`src/rtl/rca_mp_sequencer.sv`:
```
// rtl/rca_mp_sequencer.sv - multi-precision add/sub sequencer over one shared W-bit ripple-carry adder.
// Two round-robin requesters; operands are processed LSW first with the carry registered between beats.

module RippleCarryAdder #(
  parameter int W = 16
) (
  input  logic [W-1:0] a_i,
  input  logic [W-1:0] b_i,
  input  logic         cin_i,
  output logic [W-1:0] s_o,
  output logic         cout_o
);
  always_comb begin : ripple
    logic c;
    s_o = '0;
    c   = cin_i;
    for (int i = 0; i < W; i++) begin
      s_o[i] = a_i[i] ^ b_i[i] ^ c;
      c      = (a_i[i] & b_i[i]) | (c & (a_i[i] ^ b_i[i]));
    end
    cout_o = c;
  end
endmodule

module rca_mp_sequencer #(
  parameter int W     = 16,
  parameter int WORDS = 4
) (
  input  logic                 clk,
  input  logic                 rst,
  input  logic                 in0_valid,
  output logic                 in0_ready,
  input  logic [W*WORDS-1:0]   in0_a,
  input  logic [W*WORDS-1:0]   in0_b,
  input  logic                 in0_sub,
  input  logic                 in1_valid,
  output logic                 in1_ready,
  input  logic [W*WORDS-1:0]   in1_a,
  input  logic [W*WORDS-1:0]   in1_b,
  input  logic                 in1_sub,
  output logic                 out_valid,
  input  logic                 out_ready,
  output logic [W*WORDS-1:0]   out_sum,
  output logic                 out_cout,
  output logic                 out_ovf,
  output logic                 out_id
);
  localparam int N  = W * WORDS;
  localparam int BW = $clog2(WORDS);
  localparam logic [BW-1:0] LAST = BW'(WORDS - 1);

  typedef enum logic [1:0] {IDLE, RUN, DONE} state_t;

  state_t          state_q;
  logic            last_q;
  logic [N-1:0]    a_q;
  logic [N-1:0]    b_q;
  logic            carry_q;
  logic [BW-1:0]   beat_q;
  logic            id_q;
  logic [N-W-1:0]  sum_q;
  logic [N-1:0]    out_sum_q;
  logic            out_cout_q;
  logic            out_ovf_q;
  logic            out_id_q;
  logic            out_valid_q;

  logic            gnt1;
  logic            req_any;
  logic [N-1:0]    sel_a;
  logic [N-1:0]    sel_b;
  logic            sel_sub;
  logic [W-1:0]    add_a;
  logic [W-1:0]    add_b;
  logic [W-1:0]    add_s;
  logic            add_cout;

  // Requester 1 wins a tie only when requester 0 held the last grant.
  assign req_any = in0_valid | in1_valid;
  assign gnt1    = in1_valid & (~in0_valid | ~last_q);

  assign in0_ready = ~rst & (state_q == IDLE) & req_any & ~gnt1;
  assign in1_ready = ~rst & (state_q == IDLE) & gnt1;

  always_comb begin
    sel_a   = in0_a;
    sel_b   = in0_b;
    sel_sub = in0_sub;
    if (gnt1) begin
      sel_a   = in1_a;
      sel_b   = in1_b;
      sel_sub = in1_sub;
    end
  end

  assign add_a = a_q[int'(beat_q) * W +: W];
  assign add_b = b_q[int'(beat_q) * W +: W];

  RippleCarryAdder #(.W(W)) u_adder (
    .a_i    (add_a),
    .b_i    (add_b),
    .cin_i  (carry_q),
    .s_o    (add_s),
    .cout_o (add_cout)
  );

  always_ff @(posedge clk or posedge rst) begin
    if (rst) begin
      state_q     <= IDLE;
      last_q      <= 1'b1;
      a_q         <= '0;
      b_q         <= '0;
      carry_q     <= 1'b0;
      beat_q      <= '0;
      id_q        <= 1'b0;
      sum_q       <= '0;
      out_sum_q   <= '0;
      out_cout_q  <= 1'b0;
      out_ovf_q   <= 1'b0;
      out_id_q    <= 1'b0;
      out_valid_q <= 1'b0;
    end else begin
      case (state_q)
        IDLE: begin
          if (req_any) begin
            a_q     <= sel_a;
            b_q     <= sel_sub ? ~sel_b : sel_b;
            carry_q <= sel_sub;
            beat_q  <= '0;
            id_q    <= gnt1;
            last_q  <= gnt1;
            state_q <= RUN;
          end
        end
        RUN: begin
          carry_q <= add_cout;
          beat_q  <= beat_q + 1'b1;
          if (beat_q != LAST) begin
            sum_q[int'(beat_q) * W +: W] <= add_s;
          end else begin
            // The result register only changes here, so no partial sum is ever visible.
            out_sum_q   <= {add_s, sum_q};
            out_cout_q  <= add_cout;
            out_ovf_q   <= (a_q[N-1] == b_q[N-1]) && (add_s[W-1] != a_q[N-1]);
            out_id_q    <= id_q;
            out_valid_q <= 1'b1;
            state_q     <= DONE;
          end
        end
        DONE: begin
          if (out_ready) begin
            out_valid_q <= 1'b0;
            state_q     <= IDLE;
          end
        end
        default: state_q <= IDLE;
      endcase
    end
  end

  assign out_valid = out_valid_q;
  assign out_sum   = out_sum_q;
  assign out_cout  = out_cout_q;
  assign out_ovf   = out_ovf_q;
  assign out_id    = out_id_q;
endmodule

```
`config.mk`:
```
export PLATFORM = sky130hd
export DESIGN_NAME = rca_mp_sequencer
export DESIGN_NICKNAME = d
export VERILOG_FILES = /design/src/rtl/rca_mp_sequencer.sv
export SDC_FILE = /design/constraint.sdc
export NUM_CORES = 1
export LEC_CHECK = 0
export ABC_AREA = 0
export BUFFER_PORTS_ARGS = -buffer_cell sky130_fd_sc_hd__buf_4
export CAP_MARGIN = 5
export CORE_UTILIZATION = 56
export CTS_BUF_LIST = sky130_fd_sc_hd__clkbuf_8
export DETAILED_ROUTE_END_ITERATION = 6
export GPL_ROUTABILITY_DRIVEN = 0
export PLACE_DENSITY_LB_ADDON = 0.3
export SLEW_MARGIN = 10
export SYNTH_ARGS = -nofsm -noshare
export SYNTH_HDL_FRONTEND = slang
export SYNTH_SLANG_ARGS = --single-unit
```
`constraint.sdc`:
```
create_clock -name clk -period 16.1 [get_ports clk]
set_clock_uncertainty 0.05 [all_clocks]
set_input_delay 4.025 -clock clk [delete_from_list [all_inputs] [get_ports clk]]
set_output_delay 4.025 -clock clk [all_outputs]
set_load 0.02 [all_outputs]
```
==> results_dict.tcl, run 1 <==
set metrics [dict create \
    setup_ws_ns 6.400 \
    yosys_warnings 0 \
    routed_wl_um 34120 \
    synthCells 1105 \
    cts_root_buf "clkbuf_8" \
    rows 56 \
    regToRegStartpoint "beat_q[0]" \
    worstPathRequired_ns 12.03 \
    p_leak_nw 7.778 \
    async_reset_ff_frac 1.000 \
    synth.distinct_cells 37 \
    grt_pass1_vias 9584 \
    fin_crit_ns 9.700 \
    synth_nets 1389 \
    grt_max_degree 112 \
    avgSynthCellArea_um2 12.04 \
    cts_hold_buf 0 \
    grt_pass1_wl_um 52030 \
    worstSkewPairLatency_ns 0.54 \
    cts_resized 0 \
    synth_edf_count 0 \
    ir_drop_mv 0.1841 \
    r2r_setup_slack_ns 8.10 \
    r2r-end "out_ovf" \
    path_cells "buf_4 > a21bo_4 > nand3_1 > buf_4 > nor2_1 > buf_4" \
    fin_crit_sh 0.6025 \
    whs_path_depth 2 \
    tightest_slew_ns 1.046 \
    die-area_um2 24370 \
    ys_ff_latch 251 \
    power_switching_mw 1.422 \
    core_area_um2 23400 \
    initial_utilization 0.5683 \
    yosysMostFrequentCell "dfrtp_1" \
    finalHoldViolations 0 \
    cp_top_family "compound AO/OA/AOI/OAI gates" \
    status "finished clean" \
    synth_top_family_by_area "multiplexers" \
    cts_max_level 2 \
    cts_buffers 40 \
    insertedDiodeCount 0 \
    switching_share 0.4192 \
    clkSlewWorstSetupHoldPaths_ns 0.06 \
    critPathLaunchType "input pin" \
    ys_top_cells_by_count "250 x dfrtp_1, 139 x nand2_1, 128 x xnor2_1" \
    p_seq_frac 0.320 \
    yosys.area_share.simple 0.06887 \
    hold_end "sum_q[16]" \
    final_area_um2 16590 \
    io_pins 333 \
    p_int_mw 1.971 \
    maxCapViolations 0 \
    fmax_mhz 103.1 \
    cts_max_path_buffers 3 \
    overflow 0 \
    slowest_stage "a21bo_4" \
    area_growth_pct 24.72 \
    synthTopCellsByArea "dfrtp_1 47%, xnor2_1 8.4%, mux2_2 7.5%, mux4_2 5.4%, mux2i_1 4.8%" \
    dr.first_iter.drc_count 667 \
    power_mw 3.394 \
    setup_tns_ns 0 \
    muxShareOfSynthArea 0.2127 \
    dr_total_vias 9729 \
    drv_slew 0 \
    fp.dieW_um 156.1 \
    p_per_area_nw_per_um2 204.6 \
    synthAdderAreaFrac 0.02879 \
    cp_common_cell "buf_4" \
    fill_cells 1760 \
    cp.arrival_ns 5.62 \
    cts_tree "yes" \
    hold_start "sum_q[16]" \
    synth_area_um2 13300 \
    clockPowerShare 0.144 \
    first_pass_iters 7 \
    postCtsSetupBuffers 0 \
    seq_area_frac_synth 0.4724 \
    hold_path_class "flip-flop to flip-flop" \
    placed_cell_area_um2 15900 \
    synth-compound-area-share 0.09013 \
    setup_viol 0 \
    grt_usage 0.2816 \
    vias_per_cell 5.582 \
    synth_ff_type "dfrtp_1" \
    synthXorXnorAreaFrac 0.08430 \
    route.antenna.remaining_nets 0 \
    wl_per_cell_um 19.57 \
    synth_top_cell_by_area "dfrtp_1" \
    drcViolationCount 0 \
    max_stage_delay_ns 0.70 \
    pre_cts_slack_ns 6.405 \
    drive_gt1_frac 0.4143 \
    crit_buf_inv 3 \
    crit_path_max_fanout 41 \
    slew-limit-headroom 0.3026 \
    p_comb_frac 0.536 \
    criticalPathCategory "input pin to output pin" \
    portBuffers 332 \
    yosys.area.top_type_share 0.4704 \
    antenna_found_initial 0 \
    cts_num_sinks 251 \
    end_kind "output pin" \
    rsz0062_at_grt "no" \
    multi_input_area_um2 6475 \
    nNetsFinal 1684 \
    hpwl_um 24150 \
    die_h_um 156.1 \
    rr_worst_depth 25 \
    seq_area_um2 6285 \
]
-- kinds of logic (layout without fill, tap and decap cells) --
kind of cell | Yosys count | after routing
AOI/OAI and AO/OA | 168 | 168
DFF | 251 | 251
muxes | 216 | 216
buffers and inverters | 127 | 446
adders and majority gates | 21 | 21
and+or+nand+nor | 194 | 194
xor gates and xnor gates | 128 | 128
-- state kept, by name, summed over array words and instances, names as in the netlist, 2 cells and up --
name and cells:
sum_q 48, a_q 64, b_q 64, beat_q 2, state_q 2, out_sum 64
-- cells in the final DEF, fill, tap and decap left out, drive strengths merged, types with 2 or more instances in the layout --
cell type	n
fa	16
mux2	120
a21o	2
nand4bb	3
ha	5
a21oi	34
nand2	139
buf	347
inv	51
mux2i	64
and2	2
dfrtp	250
o21ai	27
nor3b	2
xnor2	128
a31oi	31
nand3	3
o31ai	38
nand3b	34
mux4	32
o221a	33
and3b	2
nor2	4
clkbuf	42
clkinv	6
-- final cells by class --
type / count / share of cell area
multi-input combinational: 727 / 0.3904
sequential: 251 / 0.3789
timing repair buffer: 347 / 0.1571
clock buffer: 42 / 0.03485
tap: 319 / 0.02406
inverter: 33 / 0.007921
clock inverter: 24 / 0.006789
-- power groups by stage --
stage	combinational, mW	sequential (mW)	clock [mW]
floorplan	1.16	1.10	0
global placement	1.77	1.08	0
detailed placement	1.81	1.09	0
CTS	1.83	1.08	0.495
global route	1.96	1.12	0.523
finish	1.82	1.09	0.488
-- routing by layer --
metal  vias to the layer above  wire length, µm  global-route usage
li1                       4495                -                   -
met4                         0             1100              0.1074
met2                       391            16890              0.4664
met1                      4769            14210              0.3771
met3                        74             1918             0.04028
met5                         -                0                   0
-- stage by stage --
| step | utilization | cells | hold WS, ns |
|---|---|---|---|
| floorplan | - | 1105 | 0.3946 |
| global placement | 0.6792 | 1677 | 0.4048 |
| detailed placement | 0.6792 | 1677 | 0.4123 |
| CTS | 0.7087 | 1743 | 0.4271 |
| global route | 0.7087 | 1743 | 0.4407 |
| finish | 0.7087 | 1743 | 0.4216 |
-- worst min-delay path: stages (launching register included) --
cell,delay [ns]
dfrtp_1,0.34
nand2_1,0.05
o31ai_1,0.05
-- worst max-delay path by stage --
stage | startpoint | to | slack, ns | depth (start not counted)
finish | in1_valid | in0_ready | 6.40 | 6
floorplan | rst | in1_ready | 1.98 | 2
CTS | in1_valid | in0_ready | 6.40 | 6
detailed placement | in1_valid | in0_ready | 6.40 | 6
global placement | in1_valid | in0_ready | 6.43 | 6
global route | in1_valid | in0_ready | 6.26 | 6
(Power assumes the default switching activity.)
==> inputs of run 2 (changes only) <==
==> constraint.sdc (replaced) <==
create_clock -name clk -period 9.9 [get_ports clk]
set_clock_uncertainty 0.05 [all_clocks]
set_input_delay 2.475 -clock clk [delete_from_list [all_inputs] [get_ports clk]]
set_output_delay 2.475 -clock clk [all_outputs]
set_load 0.02 [all_outputs]
==> run 2 against run 1 <==
  * Flip-flop and latch count is the same
  * Utilization grew 0.88 points
  * Sequential power grew 66%
  * Global-route usage grew 0.90 points
  * Largest cell class unchanged
==> results_dict.tcl, run 2 (synthesis results as in run 1) <==
set metrics [dict create \
    r2r_setup_slack_ns 2.15 \
    route.antenna.remaining_nets 0 \
    slew-limit-headroom 0.2646 \
    overflow 0 \
    ir_drop_mv 0.3538 \
    power_switching_mw 2.320 \
    finalHoldViolations 0 \
    setup_tns_ns 0 \
    r2r-end "out_ovf" \
    vias_per_cell 5.591 \
    p_int_mw 3.355 \
    mostFrequentLayoutCell "buf_4" \
    clockPowerShare 0.169 \
    fill_cells 1700 \
    drcViolationCount 0 \
    setup_viol 0 \
    postCtsSetupBuffers 0 \
    grt_usage 0.2906 \
    core_area_um2 23400 \
    worstPathRequired_ns 10.30 \
    die_h_um 156.1 \
    hold_end "sum_q[6]" \
    cts_resized 0 \
    insertedDiodeCount 0 \
    nNetsFinal 1685 \
    cts_max_level 2 \
    regToRegStartpoint "beat_q[1]" \
    criticalPathCategory "flip-flop to flip-flop" \
    hold_start "sum_q[6]" \
    grt_max_degree 90 \
    cp.arrival_ns 8.14 \
    status "finished clean" \
    drive_gt1_frac 0.4221 \
    dp.cells 1678 \
    fin_cells 1750 \
    crit_buf_inv 5 \
    cts_max_path_buffers 3 \
    wl_per_cell_um 19.70 \
    rsz0062_at_grt "no" \
    p_leak_nw 7.853 \
    cts_tree "yes" \
    antenna_found_initial 0 \
    slowest_stage "dfrtp_2" \
    dr.first_iter.drc_count 594 \
    hpwl_um 25090 \
    multi_input_area_um2 6475 \
    fin_crit_sh 0.7823 \
    p_comb_frac 0.512 \
    routed_wl_um 34480 \
    grt_pass1_vias 9873 \
    rows 56 \
    critPathLaunchType "flip-flop" \
    fin_crit_ns 7.745 \
    p_seq_frac 0.319 \
    crit_path_max_fanout 23 \
    hold_path_class "flip-flop to flip-flop" \
    cts_root_buf "clkbuf_8" \
    maxCapViolations 0 \
    die-area_um2 24370 \
    portBuffers 332 \
    seq_area_um2 6285 \
    cp_top_family "adder cells" \
    rr_worst_depth 25 \
    end_kind "flip-flop" \
    grt_pass1_wl_um 54000 \
    cts_hold_buf 0 \
    io_pins 333 \
    cts_num_sinks 251 \
    final_cell_mix "348 x buf_4, 248 x dfrtp_1, 139 x nand2_1" \
    initial_utilization 0.5683 \
    fp.dieW_um 156.1 \
    clkSlewWorstSetupHoldPaths_ns 0.06 \
    tightest_slew_ns 1.103 \
    p_per_area_nw_per_um2 338.0 \
    max_stage_delay_ns 0.55 \
    dr_total_vias 9785 \
    area_growth_pct 26.27 \
    drv_slew 0 \
    cp_common_cell "fa_1" \
    first_pass_iters 5 \
    fmax_mhz 129.1 \
    cts_buffers 40 \
    worstSkewPairLatency_ns 0.53 \
    switching_share 0.4089 \
    whs_path_depth 2 \
]
[run 2: power groups by stage]
stage / Clock (mW) / Sequential, mW / Combinational, mW
global route: 1.01 / 1.86 / 3.13
global placement: 0 / 1.79 / 2.83
floorplan: 0 / 1.79 / 1.89
finish: 0.957 / 1.81 / 2.91
detailed placement: 0 / 1.81 / 2.90
CTS: 0.969 / 1.80 / 2.90
[run 2: how the worst max path moves through the flow]
stage / from / endpoint / slack [ns] / cells after the start
5_1_grt: beat_q[0] / out_ovf / 1.82 / 24
6_report: beat_q[1] / out_ovf / 2.15 / 25
3_5_place_dp: beat_q[0] / out_ovf / 2.19 / 24
2_1_floorplan: rst / in1_ready / 0.58 / 2
3_3_place_gp: beat_q[0] / out_ovf / 2.35 / 24
4_1_cts: beat_q[0] / out_ovf / 2.18 / 24
[run 2: worst reg2reg max path: stages, from the launching register on]
cell	delay (ns)
dfrtp_2	0.55
buf_4	0.40
mux4_2	0.26
inv_1	0.05
fa_1	0.37
fa_1	0.39
fa_1	0.38
fa_1	0.39
fa_1	0.36
inv_1	0.08
fa_1	0.17
fa_1	0.16
inv_1	0.05
fa_1	0.39
fa_1	0.40
fa_1	0.44
fa_1	0.40
fa_1	0.41
fa_1	0.39
fa_1	0.37
inv_1	0.08
fa_1	0.17
fa_1	0.50
and3b_1	0.25
a21oi_1	0.04
o21ai_0	0.16
[run 2: layer usage]
metal  GRT usage  share of wire  wire, µm
met3     0.04667          0.059      2039
met4      0.1102          0.030      1048
met5           0              0         0
met1      0.3862           0.42     14390
met2      0.4809           0.49     17000
[run 2: layout make-up]
class	count	share of cell area
Sequential cell	251	0.3743
Timing Repair Buffer	348	0.1556
Clock buffer	56	0.04590
Tap cell	319	0.02377
Multi-Input combinational cell	727	0.3856
Inverter	33	0.007600
Clock inverter	16	0.007302
[run 2: metrics by stage]
step,setup slack (ns),power [mW],area (µm²),util,hold slack (ns)
2_1_floorplan,0.5848,3.672,13300,-,0.3946
3_3_place_gp,2.353,4.623,15900,0.6794,0.4055
3_5_place_dp,2.190,4.710,15900,0.6794,0.4120
4_1_cts,2.181,5.674,16790,0.7175,0.4265
5_1_grt,1.822,5.995,16790,0.7175,0.4594
6_report,2.155,5.675,16790,0.7175,0.4249
==> inputs of run 3 (changes only) <==
==> constraint.sdc (replaced) <==
create_clock -name clk -period 7.8 [get_ports clk]
set_clock_uncertainty 0.05 [all_clocks]
set_input_delay 1.95 -clock clk [delete_from_list [all_inputs] [get_ports clk]]
set_output_delay 1.95 -clock clk [all_outputs]
set_load 0.02 [all_outputs]
==> run 3 against run 2 <==
  * Sequential power grew 25%
  * Worst setup slack lost 1.8 ns
  * Utilization shrank 0.23 points
  * Clock-buffer cell count shrank 6
  * Critical path depth shrank 1
  * Total power grew 26%
  * Critical endpoint unchanged
  * Wire length grew 1.0%
  * Maximum frequency grew 4.5%
  * Critical path type unchanged
  * Worst hold slack is essentially flat
  * Register-to-register slack lost 1.8 ns
  * Cell area shrank 0.32%
  * Largest power group unchanged
  * Cell count is essentially flat
==> results_dict.tcl, run 3 (synthesis results as in run 1) <==
set metrics [dict create \
    rr_worst_depth 24 \
    die_h_um 156.1 \
    hold_start "sum_q[32]" \
    slew-limit-headroom 0.3054 \
    maxCapViolations 0 \
    insertedDiodeCount 0 \
    dr.first_iter.drc_count 681 \
    grt_max_degree 85 \
    cts_num_sinks 251 \
    rows 56 \
    grt_usage 0.2917 \
    placed_cell_area_um2 15910 \
    worstSkewPairLatency_ns 0.54 \
    routed_wl_um 34830 \
    drive_gt1_frac 0.4196 \
    dp.cells 1680 \
    r2r-end "out_ovf" \
    nNetsFinal 1687 \
    r2r_setup_slack_ns 0.38 \
    critPathLaunchType "flip-flop" \
    grt_pass1_vias 9742 \
    criticalPathCategory "flip-flop to flip-flop" \
    dr_total_vias 9696 \
    final_cell_mix "350 x buf_4, 248 x dfrtp_1, 139 x nand2_1" \
    setup_viol 0 \
    die-area_um2 24370 \
    cts_max_path_buffers 3 \
    fin_cells 1749 \
    fin_crit_sh 0.9507 \
    p_per_area_nw_per_um2 426.3 \
    cts_max_level 2 \
    p_leak_nw 7.832 \
    status "finished clean" \
    cts_hold_buf 0 \
    crit_path_max_fanout 6 \
    cts_buffers 40 \
    hpwl_um 25310 \
    final_area_um2 16740 \
    core_area_um2 23400 \
    ir_drop_mv 0.3052 \
    hold_end "sum_q[32]" \
    hold_path_class "flip-flop to flip-flop" \
    overflow 0 \
    mostFrequentLayoutCell "buf_4" \
    drcViolationCount 0 \
    tightest_slew_ns 1.042 \
    fmax_mhz 134.9 \
    rsz0062_at_grt "no" \
    clkSlewWorstSetupHoldPaths_ns 0.06 \
    drv_slew 0 \
    fin_crit_ns 7.415 \
    wl_per_cell_um 19.91 \
    io_pins 333 \
    portBuffers 332 \
    cts_resized 0 \
    cp.arrival_ns 7.83 \
    initial_utilization 0.5683 \
    regToRegStartpoint "beat_q[0]" \
    end_kind "flip-flop" \
    first_pass_iters 5 \
    postCtsSetupBuffers 0 \
    vias_per_cell 5.544 \
    finalHoldViolations 0 \
    grt_pass1_wl_um 53660 \
    whs_path_depth 2 \
    cts_tree "yes" \
    cts_root_buf "clkbuf_8" \
    area_growth_pct 25.86 \
    worstPathRequired_ns 8.22 \
    route.antenna.remaining_nets 0 \
    antenna_found_initial 1 \
    fp.dieW_um 156.1 \
]
-- run 3: area by class of cell --
| cell class | instances | area (µm²) |
|---|---|---|
| clock buffers | 50 | 688.2 |
| clock inverters | 19 | 136.4 |
| fillers | 1720 | 6664 |
| inverters | 33 | 127.6 |
| multi-input cells | 727 | 6475 |
| flip-flops and latches | 251 | 6285 |
| well taps | 319 | 399.1 |
| repair buffers | 350 | 2628 |
-- run 3: worst max-delay path, cell delays in order, from the launching register on --
cell and delay (ns):
dfrtp_2 0.47, mux4_2 0.35, inv_1 0.05, fa_1 0.40
fa_1 0.39, fa_1 0.39, fa_1 0.39, fa_1 0.36
inv_1 0.07, fa_1 0.18, fa_1 0.17, inv_1 0.05
fa_1 0.41, fa_1 0.41, fa_1 0.45, fa_1 0.41
fa_1 0.42, fa_1 0.40, fa_1 0.36, inv_1 0.07
fa_1 0.18, fa_1 0.49, and3b_1 0.24, a21oi_1 0.04
o21ai_0 0.14
-- run 3: how the worst max path moves through the flow --
stage               startpoint  slack, ns  cells after the start         to
floorplan                  rst      -0.47                      2  in1_ready
global placement     beat_q[0]       0.55                     24    out_ovf
detailed placement   beat_q[0]       0.41                     24    out_ovf
CTS                  beat_q[0]       0.39                     24    out_ovf
global route         beat_q[0]       0.11                     24    out_ovf
finish               beat_q[0]       0.38                     24    out_ovf
-- run 3: power breakdown --
| part | total, mW | switching, mW | internal, mW |
|---|---|---|---|
| Clock | 1.15 | 0.508 | 0.643 |
| Combinational | 3.72 | 2.04 | 1.68 |
| Sequential | 2.27 | 0.386 | 1.88 |
-- run 3: per-layer routing --
metal	share of wire	global-route usage	vias up
li1	-	-	4493
met1	0.42	0.3906	4760
met2	0.49	0.4745	372
met3	0.059	0.04944	69
met4	0.034	0.1172	2
met5	0.00052	0	-
-- run 3: metrics by stage --
stage	utilization	total power [mW]	setup TNS [ns]	setup WS, ns	hold WS, ns
floorplan	-	4.660	-0.4652	-0.4652	0.3946
finish	0.7152	7.136	0	0.3848	0.4253
global placement	0.6800	5.866	0	0.5503	0.4062
detailed placement	0.6800	5.988	0	0.4145	0.4133
CTS	0.7152	7.139	0	0.3945	0.4273
global route	0.7152	7.555	0	0.1070	0.4427
